==> src/rtl/clock_set_ctrl.sv <==
// clock_set_ctrl: debounced mode/inc buttons driving a RUN/SET_H/SET_M time-set FSM
// with a one-cycle load, a count enable and a blinking blank mask for the edited pair.
module clock_set_ctrl #(
   parameter int DEBOUNCE_MAX = 20,
   parameter int BLINK_MAX    = 12500000
) (
   input  logic       clk,
   input  logic       reset,
   input  logic       btn_mode,
   input  logic       btn_inc,
   input  logic [7:0] cur_hour,
   input  logic [7:0] cur_min,
   output logic       run_en,
   output logic       load,
   output logic [7:0] load_hour,
   output logic [7:0] load_min,
   output logic [5:0] blank
);
   localparam int DW = $clog2(DEBOUNCE_MAX + 1);
   localparam int BW = $clog2(BLINK_MAX + 1);
   typedef enum logic [1:0] {RUN, SET_H, SET_M} state_t;
   state_t state, state_n;
   logic [1:0] s1, s2, db, db_d, press;
   logic [DW-1:0] dcnt [2];
   logic [BW-1:0] bcnt, bcnt_n;
   logic phase, phase_n, mode_p, inc_p, inc_ok, hour_ok, min_ok;
   logic [7:0] hour_n, min_n, hour_inc, min_inc;
   logic [5:0] blank_n;
   // bit 0 = mode, bit 1 = inc
   always_ff @(posedge clk or posedge reset)
      if (reset) begin
         s1   <= '0;
         s2   <= '0;
         db   <= '0;
         db_d <= '0;
         dcnt <= '{default: '0};
      end else begin
         s1   <= {btn_inc, btn_mode};
         s2   <= s1;
         db_d <= db;
         for (int i = 0; i < 2; i++)
            if (s2[i] != db[i]) begin
               if (dcnt[i] == DW'(DEBOUNCE_MAX)) begin
                  db[i]   <= s2[i];
                  dcnt[i] <= '0;
               end else
                  dcnt[i] <= dcnt[i] + DW'(1);
            end else
               dcnt[i] <= '0;
      end
   assign press  = db & ~db_d;
   assign mode_p = press[0];
   assign inc_p  = press[1];
   assign inc_ok = inc_p & ~mode_p & (state != RUN);
   assign hour_ok  = cur_hour[3:0] <= 4'd9 && cur_hour[7:4] <= 4'd9 && cur_hour <= 8'h23;
   assign min_ok   = cur_min[3:0] <= 4'd9 && cur_min[7:4] <= 4'd9 && cur_min <= 8'h59;
   assign hour_inc = load_hour == 8'h23 ? 8'h00 :
                     load_hour[3:0] == 4'd9 ? {load_hour[7:4] + 4'd1, 4'd0} :
                     {load_hour[7:4], load_hour[3:0] + 4'd1};
   assign min_inc  = load_min == 8'h59 ? 8'h00 :
                     load_min[3:0] == 4'd9 ? {load_min[7:4] + 4'd1, 4'd0} :
                     {load_min[7:4], load_min[3:0] + 4'd1};
   always_comb begin
      state_n = state;
      if (mode_p)
         state_n = state == RUN ? SET_H : state == SET_H ? SET_M : RUN;
      hour_n = load_hour;
      min_n  = load_min;
      if (state == RUN && state_n == SET_H) begin
         hour_n = hour_ok ? cur_hour : 8'h00;
         min_n  = min_ok ? cur_min : 8'h00;
      end else if (inc_ok) begin
         hour_n = state == SET_H ? hour_inc : load_hour;
         min_n  = state == SET_M ? min_inc : load_min;
      end
      bcnt_n  = bcnt + BW'(1);
      phase_n = phase;
      // digits restart visible on entry and on every accepted increment
      if (state_n == RUN || state_n != state || inc_ok) begin
         bcnt_n  = '0;
         phase_n = 1'b0;
      end else if (bcnt == BW'(BLINK_MAX)) begin
         bcnt_n  = '0;
         phase_n = ~phase;
      end
      blank_n = state_n == SET_H ? {phase_n, phase_n, 4'b0000} :
                state_n == SET_M ? {2'b00, phase_n, phase_n, 2'b00} : 6'b000000;
   end
   always_ff @(posedge clk or posedge reset)
      if (reset) begin
         state     <= RUN;
         run_en    <= 1'b1;
         load      <= 1'b0;
         load_hour <= 8'h00;
         load_min  <= 8'h00;
         bcnt      <= '0;
         phase     <= 1'b0;
         blank     <= '0;
      end else begin
         state     <= state_n;
         run_en    <= state_n == RUN;
         load      <= state == SET_M && state_n == RUN;
         load_hour <= hour_n;
         load_min  <= min_n;
         bcnt      <= bcnt_n;
         phase     <= phase_n;
         blank     <= blank_n;
      end
endmodule

==> config.mk <==
export PLATFORM = sky130hd
export DESIGN_NAME = clock_set_ctrl
export DESIGN_NICKNAME = d
export VERILOG_FILES = /design/src/rtl/clock_set_ctrl.sv
export SDC_FILE = /design/constraint.sdc
export NUM_CORES = 1
export LEC_CHECK = 0
export CORE_MARGIN = 3
export CORE_UTILIZATION = 29
export DETAILED_ROUTE_END_ITERATION = 7
export SYNTH_ARGS = -nofsm -noshare
export SYNTH_HDL_FRONTEND = slang
export SYNTH_SLANG_ARGS = --single-unit
==> constraint.sdc <==
create_clock -name clk -period 3.5 [get_ports clk]
set_clock_uncertainty 0.1 [all_clocks]
set_input_delay 0.525 -clock clk [delete_from_list [all_inputs] [get_ports clk]]
set_output_delay 0.525 -clock clk [all_outputs]
set_load 0.01 [all_outputs]
==> Word-level counts from Yosys, hierarchy flattened <==
Cells that the tools add are included.
{ "op_classes": {"bitwise": 6, "n_mux": 25, "add_sub_neg": 7, "reduce_logical": 22, "n_eq_ne": 14, "n_lt_le_gt_ge": 6} }
{ "ops": {"columns": ["cell", "count"], "rows": [
  ["8-bit two-way mux", 12],
  ["24-bit two-way mux", 2],
  ["24-bit by 1-bit adder with 24-bit output, second input constant", 1],
  ["24-bit == test, second input constant", 1],
  ["5-bit two-way mux", 4],
  ["4-bit by 1-bit adder with 4-bit output, second input constant", 4],
  ["4-bit less-or-equal comparator, second input constant", 4],
  ["5-bit by 1-bit adder with 5-bit output, second input constant", 2],
  ["5-bit == test, second input constant", 2],
  ["4-bit == test, second input constant", 2],
  ["8-bit by 6-bit == test with 1-bit output, second input constant", 1],
  ["8-bit by 7-bit == test with 1-bit output, second input constant", 1],
  ["8-bit by 6-bit less-or-equal comparator with 1-bit output, second input constant", 1],
  ["8-bit by 7-bit less-or-equal comparator with 1-bit output, second input constant", 1],
  ["2-bit AND reduction", 4],
  ["2-bit nonzero test", 4],
  ["1-bit logical AND", 6],
  ["2-bit two-way mux", 3],
  ["6-bit two-way mux", 1],
  ["3-bit AND reduction", 2],
  ["3-bit nonzero test", 2],
  ["2-bit by 1-bit == test with 1-bit output, second input constant", 2],
  ["2-bit == test, second input constant", 2],
  ["2-bit zero test", 2],
  ["9 further kinds", 14]
]} }
{ "word_totals": {"word_cells": 97, "ff_bits": 69, "out_inout_bits": 24, "inputBits": 20} }

==> Depth between registers and ports, before layout <==
Gate-level depths: netlist of the first run.
{ "logic_depth": {"ltp_word": 10, "ltp_mapped": 9, "depth_no_buf": 7} }

==> Least setup slack after synthesis of the first run <==
Ideal clock, no wire load.
{ "synth_timing": {"path_kind": "register to register", "from": "register load_hour[4]", "to": "register load_hour[0]", "slack_ns": 1.285, "path_buffers": 0, "arrival_ns": 1.969, "synth_period_minus_slack_ns": 2.215, "stages_incl_launch_ff": 8, "path_cell_list": "dfrtp_1 inv_1 ha_1 or4b_2 o21ai_1 or2_2 a2bb2oi_1 a21oi_1"} }
{ "synth_via": {"elab_chain_cells": 5} }
{ "synth_lines": {"columns": ["element", "line", "source"], "rows": [
  ["from (decl)", "15", "output logic [7:0] load_hour,"],
  ["from (signal assigned)", "103", "load_hour <= hour_n;"],
  ["8-bit by 6-bit == test with 1-bit output", "57", "assign hour_inc = load_hour == 8'h23 ? 8'h00 :"],
  ["8-bit two-way mux", "57", null],
  ["8-bit two-way mux", "73", "hour_n = state == SET_H ? hour_inc : load_hour;"],
  ["8-bit two-way mux", "72", "end else if (inc_ok) begin"],
  ["8-bit two-way mux", "69", "if (state == RUN && state_n == SET_H) begin"]
]} }
Every way passes these cells. The select of a mux whose other input is x is not followed.
A chain may end at the register's enable or synchronous reset.

==> Final worst setup path of the first run <==
{ "layout_timing": {"from": "register load_hour[4]", "to": "register load_hour[1]"} }
The elaborated chain is that of the path after synthesis.

==> results of run 1 <==
-- cell type report --
type                    instances  area [sq um]  share of cell area [%]
flip-flops and latches         65          1630                    39.2
multi-input cells             246          1530                    36.8
repair buffers                 44           445                    10.7
clock buffers                  13           280                    6.75
well taps                     140           175                    4.22
inverters                      16          60.1                    1.45
clock inverters                 2          35.0                   0.843
-- cell families (layout without fill, tap and decap cells) --
family | after synthesis | in the layout | share of synthesized area, %
xor gates and xnor gates | 31 | 31 | 8.25
DFF | 65 | 65 | 49.5
AOI/OAI and AO/OA | 48 | 48 | 8.97
other | 1 | 2 | 0.114
and+or+nand+nor | 148 | 148 | 22.7
muxes | 3 | 3 | 1.03
buffers and inverters | 28 | 75 | 4.14
adders and majority gates | 14 | 14 | 5.32
-- through the flow --
stage / worst slack, ps / power, uW / hold slack [ps] / utilization (%)
2_1_floorplan: 1250 / 809 / 231 / -
3_3_place_gp: 1190 / 844 / 235 / 35.0
3_5_place_dp: 1120 / 845 / 235 / 35.0
4_1_cts: 1090 / 1780 / 247 / 37.8
5_1_grt: 900 / 1820 / 268 / 37.8
6_report: 1070 / 1760 / 245 / 37.8
-- synthesized netlist by cell type (all sizes together) (3+ instances only) --
cell	count
nand2	22
buf	10
nor3	6
nor4b	3
mux2	3
inv	16
nand3b	3
xor2	22
nand3	23
a2bb2oi	3
or2	3
o21ai	15
a21oi	18
and3	10
nand4	6
nor2	52
ha	14
xnor2	9
nor4	4
dfrtp	64
or4b	3
-- final timing paths --
| path | endpoint | cells after the start | from |
|---|---|---|---|
| min | s2[1]$_DFF_PP0_ | 0 | s1[1]$_DFF_PP0_ |
| max | load_hour[1]$_DFFE_PP0P_ | 7 | load_hour[4]$_DFFE_PP0P_ |
| min in group asynchronous | load_hour[4]$_DFFE_PP0P_ | 2 | reset |
| max reg2reg | load_hour[1]$_DFFE_PP0P_ | 7 | load_hour[4]$_DFFE_PP0P_ |
| min reg2reg | s2[1]$_DFF_PP0_ | 0 | s1[1]$_DFF_PP0_ |
| max in group asynchronous | phase$_DFF_PP0_ | 3 | reset |
-- power by group through the flow --
stage	Clock (uW)	Sequential, uW	Combinational (uW)
detailed placement	0	781	64.4
global placement	0	780	63.7
floorplan	0	779	29.9
CTS	952	768	65.1
global route	980	769	72.1
finish	925	768	63.1
-- sequential cells by signal, summed over array words and instances, names as in the netlist, 8 cells and up --
signal / count
bcnt: 24
dcnt: 10
load_hour: 8
load_min: 8
-- metal layers --
| layer | up-vias | share of wire (%) | global-route usage [%] |
|---|---|---|---|
| met4 | 0 | 0.87 | 2.88 |
| met1 | 1226 | 47 | 14.2 |
| met2 | 46 | 47 | 17.4 |
| met5 | - | 0 | 0 |
| met3 | 6 | 5.1 | 3.83 |
| li1 | 1251 | - | - |
==> metrics.md, run 1 <==
| Metric | Value |
|---|---|
| ANT cells | `0` |
| Mean instance size in the synthesized netlist | `9.74 sq um` |
| Post-synth top flop | `sky130_fd_sc_hd__dfrtp_1` |
| Die boundary height | `113 um` |
| Final HPWL from detailed placement | `4670 um` |
| Number of failing setup endpoints in the final timing report | `0` |
| Number of register bits inferred by synthesis | `65` |
| Highest Clock Rate | `411 MHz` |
| Cell Int Power | `1410 uW` |
| Area of the mapped netlist | `3290 sq um` |
| CTS buffer count | `9` |
| Largest driver fanout on the critical path | `8` |
| Core area | `11000 sq um` |
| Top-Level Pins | `44` |
| Final Instance Count excl. Fillers | `approximately 530` |
| Warnings from Yosys | `0` |
| EDFF count, synth | `0` |
| Number of global-route vias before repair | `2415` |
| Power per standard cell area | `approximately 420 nW/um^2` |
| DIE WIDTH | `between 100 and 150 um` |
| Final total negative setup slack | `0 ps` |
| Arrival time of data at the critical path endpoint | `2500 ps` |
| DR vias/cell | `about 4.8` |
| Global Route Usage Sum | `~11%` |
| Type of the most critical hold path | `register to register` |
| Final count of hold timing violations | `0` |
| Count of placed standard cells including taps | `about 500` |
| Final weighted congestion of routability-driven global placement | `approximately 0.81` |
| Initial drt markers | `203` |
| Number of distinct standard cells referenced by the synthesized netlist | `48` |
| Clock-pin slew on the worst setup and hold paths | `around 60 ps` |
| Routed len/inst | `12.6 um` |
| Largest cells by area after synthesis | `sky130_fd_sc_hd__dfrtp_1 49%, sky130_fd_sc_hd__nor2_1 5.9%, sky130_fd_sc_hd__xor2_1 5.9%` |
| Max-cap violations | `0` |
| Post CTS Setup Buffer Count | `0` |
| Maximum number of pins on one net before global-route repair | `37` |
| Effective utilization at floorplan | `between 20% and 30%` |
| Switching portion of total power | `19.4%` |
| Via count of the routed design | `2529` |
| Fillers | `1068` |
| Count of input and output buffers | `41` |
| Part of the power in combinational logic | `3.6%` |
| Lkg Pwr | `0.00175 uW` |
| Clock tree from TritonCTS | `done` |
| Crit. End Element | `register` |
| Sort of element at the start of the critical path | `register` |
| RSZ-0062 raised after global routing | `false` |
| Number of DRC violations after detailed routing | `0` |
| Clock latency at the later pin of the worst-skew pair | `320 ps` |
| Power dissipated by switching net loads | `between 300 and 400 uW` |
| Placement-stage cell area | `3840 sq um` |
| Sink Count | `65` |
| Most frequent standard cell in the layout excluding fill and tap cells | `sky130_fd_sc_hd__dfrtp_1` |
| Largest stage delay, worst path | `580 ps` |
| Min cycle time layout | `2430 ps` |
| Number of nets in the layout | `between 400 and 500` |
| Clock network fraction of total power | `a little over half` |
| Layout overhead on the synthesized area | `26.2%` |
| Buffers from clock root to sink, at most | `2` |
| DR pass1 iterations | `4` |
| Period utilisation layout | `between 60% and 70%` |
| Cell family with most CP delay | `simple AND/OR/NAND/NOR gates` |
| Sum of buffers and inverters on the critical path | `1` |
| Setup slack of the most critical reg-to-reg path | `1070 ps` |
| Maximum level of the CTS H-tree | `3` |
| Number of buffers inserted by hold repair at cts | `0` |
| Power share of the sequential group | `43.7%` |
| Final Slew Violations | `0` |
| First-pass GRT wire length | `11500 um` |
| Remaining global-route overflow | `0` |
| Slew @ Worst Pin | `955 ps` |
| Area leader, netlist | `sky130_fd_sc_hd__dfrtp_1` |
| Critical path, cell by cell | `inv_1, ha_1, or4b_2, o21ai_1, or2_2, a2bb2oi_1, a21oi_1` |
| Ratio of cells with drive above 1 in the final layout | `8.55%` |
| Slowest-stage cell, CP | `sky130_fd_sc_hd__or4b_2` |
| Resize count post-CTS | `0` |
| Die footprint | `12700 sq um` |
| Worst max-slew margin expressed relative to the limit | `roughly 36%` |
| Final instance area | `4150 sq um` |
| Mapped Cells | `338` |
| Commonest cells after routing, fill and taps aside | `64 x sky130_fd_sc_hd__dfrtp_1, 52 x sky130_fd_sc_hd__nor2_1, 41 x sky130_fd_sc_hd__clkdlybuf4s50_1, 23 x sky130_fd_sc_hd__nand3_1` |
| Worst EP required | `3570 ps` |
| Number of antenna violations at the first check in global routing | `0` |
| Critical Setup Path Class | `register to register` |
| Sequential area share after synthesis | `49.5%` |
| Core Rows | `38` |
| Clock tree root buffer cell | `sky130_fd_sc_hd__clkbuf_16` |
| Synth top area share | `between 40% and 50%` |
| Post-detailed-routing wire length | `6640 um` |
| Antenna viol nets, final | `0` |
| Async set-or-reset flop fraction in the synthesized netlist | `between 90% and 100%` |
| Worst IR drop on VDD | `0.000195 V` |
| Outcome | `finished clean` |
Power figures use the tool's default switching activity.
==> inputs of run 2 (changes only) <==
Clock period 3.5 ns to 2.19 ns, I/O delays scaled along.
==> metrics.md, run 2 (synthesis results as in run 1) <==
| Metric | Value |
|---|---|
| Sink Count | `65 (unchanged)` |
| Layout overhead on the synthesized area | `29.9% (was 26.2%)` |
| Number of buffers inserted by hold repair at cts | `0 (unchanged)` |
| Power dissipated by switching net loads | `554 uW (was 342 uW)` |
| Sort of element at the start of the critical path | `register (unchanged)` |
| Register area | `1630 sq um (unchanged)` |
| Remaining global-route overflow | `0 (unchanged)` |
| Die footprint | `12700 sq um (unchanged)` |
| Crit. End Element | `register (unchanged)` |
| Number of antenna violations at the first check in global routing | `0 (unchanged)` |
| Lkg Pwr | `0.00182 uW (was 0.00175 uW)` |
| Cell Int Power | `2240 uW (was 1410 uW)` |
| Cells on worst reg2reg path | `8 (was 7)` |
| Maximum number of pins on one net before global-route repair | `40 (was 37)` |
| CTS buffer count | `9 (unchanged)` |
| Final HPWL from detailed placement | `4840 um (was 4670 um)` |
| Core area | `11000 sq um (unchanged)` |
| Fillers | `1101 (was 1068)` |
| Most frequent standard cell in the layout excluding fill and tap cells | `sky130_fd_sc_hd__dfrtp_1 (unchanged)` |
| Via count of the routed design | `2532 (was 2529)` |
| Ratio of cells with drive above 1 in the final layout | `12.0% (was 8.55%)` |
| Maximum level of the CTS H-tree | `3 (unchanged)` |
| Post-detailed-routing wire length | `6730 um (was 6640 um)` |
| Clock network fraction of total power | `52.4% (was 52.7%)` |
| DR pass1 iterations | `4 (unchanged)` |
| Number of DRC violations after detailed routing | `0 (unchanged)` |
| Critical Setup Path Class | `register to register (unchanged)` |
| Count of placed standard cells including taps | `524 (was 511)` |
| Busiest layer in global routing | `met2 (unchanged)` |
| Top-Level Pins | `44 (unchanged)` |
| Initial drt markers | `130 (was 203)` |
| Area of the multi-input gates | `1550 sq um (was 1530 sq um)` |
| Commonest cells after routing, fill and taps aside | `64 x sky130_fd_sc_hd__dfrtp_1, 52 x sky130_fd_sc_hd__nor2_1, 41 x sky130_fd_sc_hd__clkdlybuf4s50_1, 23 x sky130_fd_sc_hd__nand3_1 (unchanged)` |
| Largest driver fanout on the critical path | `5 (was 8)` |
| Part of the power in combinational logic | `3.7% (was 3.6%)` |
| Die boundary height | `113 um (unchanged)` |
| Power per standard cell area | `654 nW/um^2 (was 423 nW/um^2)` |
| DR vias/cell | `4.69 (was 4.81)` |
| Max-cap violations | `0 (unchanged)` |
| Arrival time of data at the critical path endpoint | `2130 ps (was 2500 ps)` |
| Final Instance Count excl. Fillers | `540 (was 526)` |
| Number of flip-flops in the largest register | `24 (unchanged)` |
| GR Layer Usage met1 | `14.0% (was 14.2%)` |
| Largest register by flop count | `bcnt (unchanged)` |
| First-pass GRT wire length | `11900 um (was 11500 um)` |
| Top Registers | `bcnt (24), dcnt (10) (unchanged)` |
| Worst IR drop on VDD | `0.000445 V (was 0.000195 V)` |
| Clock tree root buffer cell | `sky130_fd_sc_hd__clkbuf_16 (unchanged)` |
| Clock latency at the later pin of the worst-skew pair | `330 ps (was 320 ps)` |
| Outcome | `finished clean (unchanged)` |
| Number of nets in the layout | `429 (was 416)` |
| Number of failing setup endpoints in the final timing report | `0 (unchanged)` |
| ANT cells | `0 (unchanged)` |
| Final Slew Violations | `0 (unchanged)` |
| Final weighted congestion of routability-driven global placement | `0.812 (was 0.807)` |
| Effective utilization at floorplan | `30.0% (unchanged)` |
| DIE WIDTH | `113 um (unchanged)` |
| Worst EP required | `2290 ps (was 3570 ps)` |
| Clock tree from TritonCTS | `done (unchanged)` |
| Global Route Usage Sum | `11.4% (was 10.9%)` |
| Power share of the sequential group | `43.9% (was 43.7%)` |
| Final count of hold timing violations | `0 (unchanged)` |
| Min cycle time layout | `2030 ps (was 2430 ps)` |
| Highest Clock Rate | `493 MHz (was 411 MHz)` |
| Count of input and output buffers | `41 (unchanged)` |
| Core Rows | `38 (unchanged)` |
| RSZ-0062 raised after global routing | `false (unchanged)` |
| Resize count post-CTS | `0 (unchanged)` |
| Met3 layer usage reported by global route | `3.56% (was 3.83%)` |
| Post CTS Setup Buffer Count | `0 (unchanged)` |
| Routed len/inst | `12.5 um (was 12.6 um)` |
| Number of global-route vias before repair | `2551 (was 2415)` |
| Switching portion of total power | `19.8% (was 19.4%)` |
| Type of the most critical hold path | `input pin to async pin (was register to register)` |
| Final total negative setup slack | `0 ps (unchanged)` |
| Clock-pin slew on the worst setup and hold paths | `50 ps (was 60 ps)` |
| Buffers from clock root to sink, at most | `2 (unchanged)` |
| Global-route track usage on met2 | `18.8% (was 17.4%)` |
| Period utilisation layout | `92.6% (was 69.6%)` |
| Antenna viol nets, final | `0 (unchanged)` |
==> run 2: cell count changes in the layout (fill, tap and decap cells not counted), sizes merged <==
| cell | change |
|---|---|
| clkbuf | +1 |
| buf | +13 |
==> run 2: critical path, stage by stage, from the launching register on <==
cell and delay [ps]:
sky130_fd_sc_hd__dfrtp_1 370, sky130_fd_sc_hd__inv_1 60, sky130_fd_sc_hd__ha_1 130, sky130_fd_sc_hd__or4b_2 590, sky130_fd_sc_hd__o21ai_2 190, sky130_fd_sc_hd__buf_4 160, sky130_fd_sc_hd__a41oi_1 40, sky130_fd_sc_hd__o21ai_0 170
sky130_fd_sc_hd__o41ai_1 100
==> run 2: path summary, 6_finish.rpt <==
check / start / endpoint / slack [ps]
max in group asynchronous: reset / run_en$_DFF_PP1_ / 1320
min in group clk: s1[1]$_DFF_PP0_ / s2[1]$_DFF_PP0_ / 250
setup reg to reg: load_hour[4]$_DFFE_PP0P_ / load_hour[7]$_DFFE_PP0P_ / 160
setup / recovery: load_hour[4]$_DFFE_PP0P_ / load_hour[7]$_DFFE_PP0P_ / 160
hold reg to reg: s1[1]$_DFF_PP0_ / s2[1]$_DFF_PP0_ / 250
hold / removal: reset / dcnt[4]$_DFF_PP0_ / 140
==> run 2: area by class of cell <==
type                            count  area share [%]
Multi-Input combinational cell    246            36.2
Sequential cell                    65            38.1
Clock buffer                       14            6.41
Inverter                           16            1.41
Tap cell                          140            4.10
Timing Repair Buffer               57            13.0
Clock inverter                      2           0.820
==> run 2: metal layers <==
layer	up-vias	part of all wire, %
li1	1272	-
met1	1212	46
met2	41	48
met3	7	4.3
met4	0	1.6
met5	-	0
==> run 2: power by group through the flow <==
stage	Sequential [uW]	Combinational, uW	Clock (uW)
after floorplan	1250	47.9	0
after global placement	1250	103	0
after detailed placement	1250	106	0
after CTS	1230	107	1500
after global routing	1230	119	1560
final	1230	104	1460
==> run 2: per-stage QoR <==
step / instance area, sq um / power, uW / util (%) / setup WS, ps / hold WS, ps
floorplan: 3300 / 1290 / - / 72.7 / 231
global placement: 3950 / 1350 / 36.0 / 187 / 232
detailed placement: 3950 / 1350 / 36.0 / 171 / 236
CTS: 4260 / 2830 / 38.8 / 147 / 131
global route: 4270 / 2910 / 38.9 / 10.7 / 153
finish: 4270 / 2790 / 38.9 / 162 / 139
==> inputs of run 3 (changes only) <==
Settings changed: HOLD_SLACK_MARGIN set to 0.02.
==> results of run 3 <==
Same layout as run 2: the final DEF is identical, and so are final timing and power.
==> RTL edit (config.mk and constraints of run 1) <==
Register the output `load_min` once more, with the module's reset; this adds one clock of latency there. The other outputs are not delayed to match.
--- a/src/rtl/clock_set_ctrl.sv
+++ b/src/rtl/clock_set_ctrl.sv
@@ -19,6 +19,8 @@
    localparam int DW = $clog2(DEBOUNCE_MAX + 1);
    localparam int BW = $clog2(BLINK_MAX + 1);
    typedef enum logic [1:0] {RUN, SET_H, SET_M} state_t;
+
+   logic [7:0] load_min_s0;
    state_t state, state_n;
    logic [1:0] s1, s2, db, db_d, press;
    logic [DW-1:0] dcnt [2];
@@ -57,21 +59,21 @@
    assign hour_inc = load_hour == 8'h23 ? 8'h00 :
                      load_hour[3:0] == 4'd9 ? {load_hour[7:4] + 4'd1, 4'd0} :
                      {load_hour[7:4], load_hour[3:0] + 4'd1};
-   assign min_inc  = load_min == 8'h59 ? 8'h00 :
-                     load_min[3:0] == 4'd9 ? {load_min[7:4] + 4'd1, 4'd0} :
-                     {load_min[7:4], load_min[3:0] + 4'd1};
+   assign min_inc  = load_min_s0 == 8'h59 ? 8'h00 :
+                     load_min_s0[3:0] == 4'd9 ? {load_min_s0[7:4] + 4'd1, 4'd0} :
+                     {load_min_s0[7:4], load_min_s0[3:0] + 4'd1};
    always_comb begin
       state_n = state;
       if (mode_p)
          state_n = state == RUN ? SET_H : state == SET_H ? SET_M : RUN;
       hour_n = load_hour;
-      min_n  = load_min;
+      min_n  = load_min_s0;
       if (state == RUN && state_n == SET_H) begin
          hour_n = hour_ok ? cur_hour : 8'h00;
          min_n  = min_ok ? cur_min : 8'h00;
       end else if (inc_ok) begin
          hour_n = state == SET_H ? hour_inc : load_hour;
-         min_n  = state == SET_M ? min_inc : load_min;
+         min_n  = state == SET_M ? min_inc : load_min_s0;
       end
       bcnt_n  = bcnt + BW'(1);
       phase_n = phase;
@@ -92,7 +94,7 @@
          run_en    <= 1'b1;
          load      <= 1'b0;
          load_hour <= 8'h00;
-         load_min  <= 8'h00;
+         load_min_s0 <= 8'h00;
          bcnt      <= '0;
          phase     <= 1'b0;
          blank     <= '0;
@@ -101,10 +103,18 @@
          run_en    <= state_n == RUN;
          load      <= state == SET_M && state_n == RUN;
          load_hour <= hour_n;
-         load_min  <= min_n;
+         load_min_s0 <= min_n;
          bcnt      <= bcnt_n;
          phase     <= phase_n;
          blank     <= blank_n;
       end
+   always_ff @(posedge clk or posedge reset) begin
+      if (reset) begin
+         load_min <= '0;
+      end else begin
+         load_min <= load_min_s0;
+      end
+   end
+
 endmodule
 
Behaviour: same outputs for any inputs over 10 cycles, from zero or initial values and one cycle with reset high; that may be too few to reach the edited logic, so the function may still have changed.
==> RTL edit against run 1 <==
Final area rose by 5.5%; clock power up 5.4%; critical endpoint is now load_hour[3]; sequential cell count rose by 8; power rose by 8.0%; synthesized area is 7.4% higher; wire length rose by 5.8%; setup slack improved by 0.14 ns.
==> RTL edit: results <==
{
  "grt_start_max_net_pins": 74,
  "vias": 2598,
  "layout.nets": 429,
  "avgSynthCellArea_um2": 10.0,
  "synth_warnings": 0,
  "pre_cts_ws_ns": 1.23,
  "cts.htree.levels": 3,
  "worst_slew_pin_slew_ns": 0.914,
  "switchingPower_mw": 0.378,
  "post_cts_resized": 0,
  "placed_cell_area_um2": 4070,
  "dpl.hpwl_um": 4920,
  "antenna_found_initial": 0,
  "wl_per_cell_um": 13.0,
  "drive_above_1_share_pct": 8.02,
  "total_leakage_power_nw": 1.82,
  "placedCellCount": 527,
  "clk_pin_slew_ns": 0.06,
  "clkLatencyLatePin_ns": 0.33,
  "netlist_top_cells_area": "dfrtp_1, nor2_1, ha_1, xor2_1, nand3_1",
  "busiest_layer": "met2",
  "io_buffers": 41,
  "ctsLongestPathBuffers": 2,
  "post_cts_buffers": 0,
  "synthFlopType": "dfrtp_1",
  "numCtsBuffers": 9,
  "finalNonFillerCells": 542,
  "synth_xor_area_share_pct": 7.19,
  "pwr-share-clk_pct": 51.4,
  "synth.area.mux_share_pct": 0.920,
  "grt_use_met2_pct": 18.6,
  "synthAdderAreaFrac_pct": 4.96,
  "synth_cell_types": 53,
  "status": "finished clean",
  "drtIter0Drc": 138,
  "dr.pass1.iters": 4,
  "grt_util_met3_pct": 3.32,
  "clockRootBuffer": "clkbuf_16",
  "grt_pass1_wl_um": 12000,
  "hp-class": "reg2reg",
  "place_congestion": 0.766,
  "synth_top_cells_by_count": "dfrtp_1, nor2_1, nand2_1",
  "power_frac_comb_pct": 3.3,
  "met1_usage_pct": 14.0,
  "reg_top3": "bcnt: 24 flops, dcnt: 10 flops",
  "grt_usage_pct": 11.1,
  "critPathMaxFanout": 6,
  "irDropWorstVdd_uv": 201,
  "seq_area_frac_synth_pct": 51.7,
  "diodes": 0,
  "async_reset_ff_share_pct": 100,
  "synth_compound_area_share_pct": 8.60,
  "seq_power_mw": 0.860,
  "cp_data_arrival_time_ns": 2.41
}
==> RTL edit: cell types whose count changed after synthesis, sizes merged, moves of 3 or more <==
cell          run 1  this run
nand4             6         9
dfrtp            64        72
nand3            23        20
and3             10         6
nand2            22        26
==> RTL edit: worst paths after layout <==
| check | startpoint | to | slack, ns | cells past startpoint |
|---|---|---|---|---|
| max in group asynchronous | reset | dcnt[8] | 2.01 | 3 |
| worst min-delay path | s1[1] | s2[1] | 0.26 | 0 |
| min in group asynchronous | reset | bcnt[9] | 0.70 | 3 |
| worst max-delay path | load_hour[4] | load_hour[3] | 1.21 | 7 |
| worst max register to register | load_hour[4] | load_hour[3] | 1.21 | 7 |
| worst min register to register | s1[1] | s2[1] | 0.26 | 0 |
==> RTL edit: kinds of logic after synthesis <==
kind of cell,Yosys count
muxes,3
other,1
and+or+nand+nor,154
buffers and inverters,28
AOI/OAI and AO/OA,50
adders and majority gates,14
xor gates and xnor gates,29
DFF,73
==> RTL edit: metal layers <==
layer,share of wire [%],vias to the layer above,wire [µm]
met5,0,-,0
met4,1.2,0,87
met3,4.0,7,279
met2,48,43,3380
met1,47,1259,3280
li1,-,1289,-
==> RTL edit: critical path, cell delays in order, from the launching register on <==
cell and delay, ns:
dfrtp_1 0.44, inv_1 0.08, ha_1 0.13, or4b_2 0.60, o21ai_2 0.24, or2_1 0.26, o21ai_1 0.10, a22o_1 0.22
==> RTL edit: final cells by class <==
| class | count | area (µm²) |
|---|---|---|
| Clock inverter | 5 | 80.1 |
| Multi-Input combinational cell | 252 | 1570 |
| Tap cell | 143 | 179 |
| Fill cell | 1138 | 7280 |
| Clock buffer | 10 | 239 |
| Sequential cell | 73 | 1830 |
| Timing Repair Buffer | 44 | 433 |
| Inverter | 15 | 56.3 |
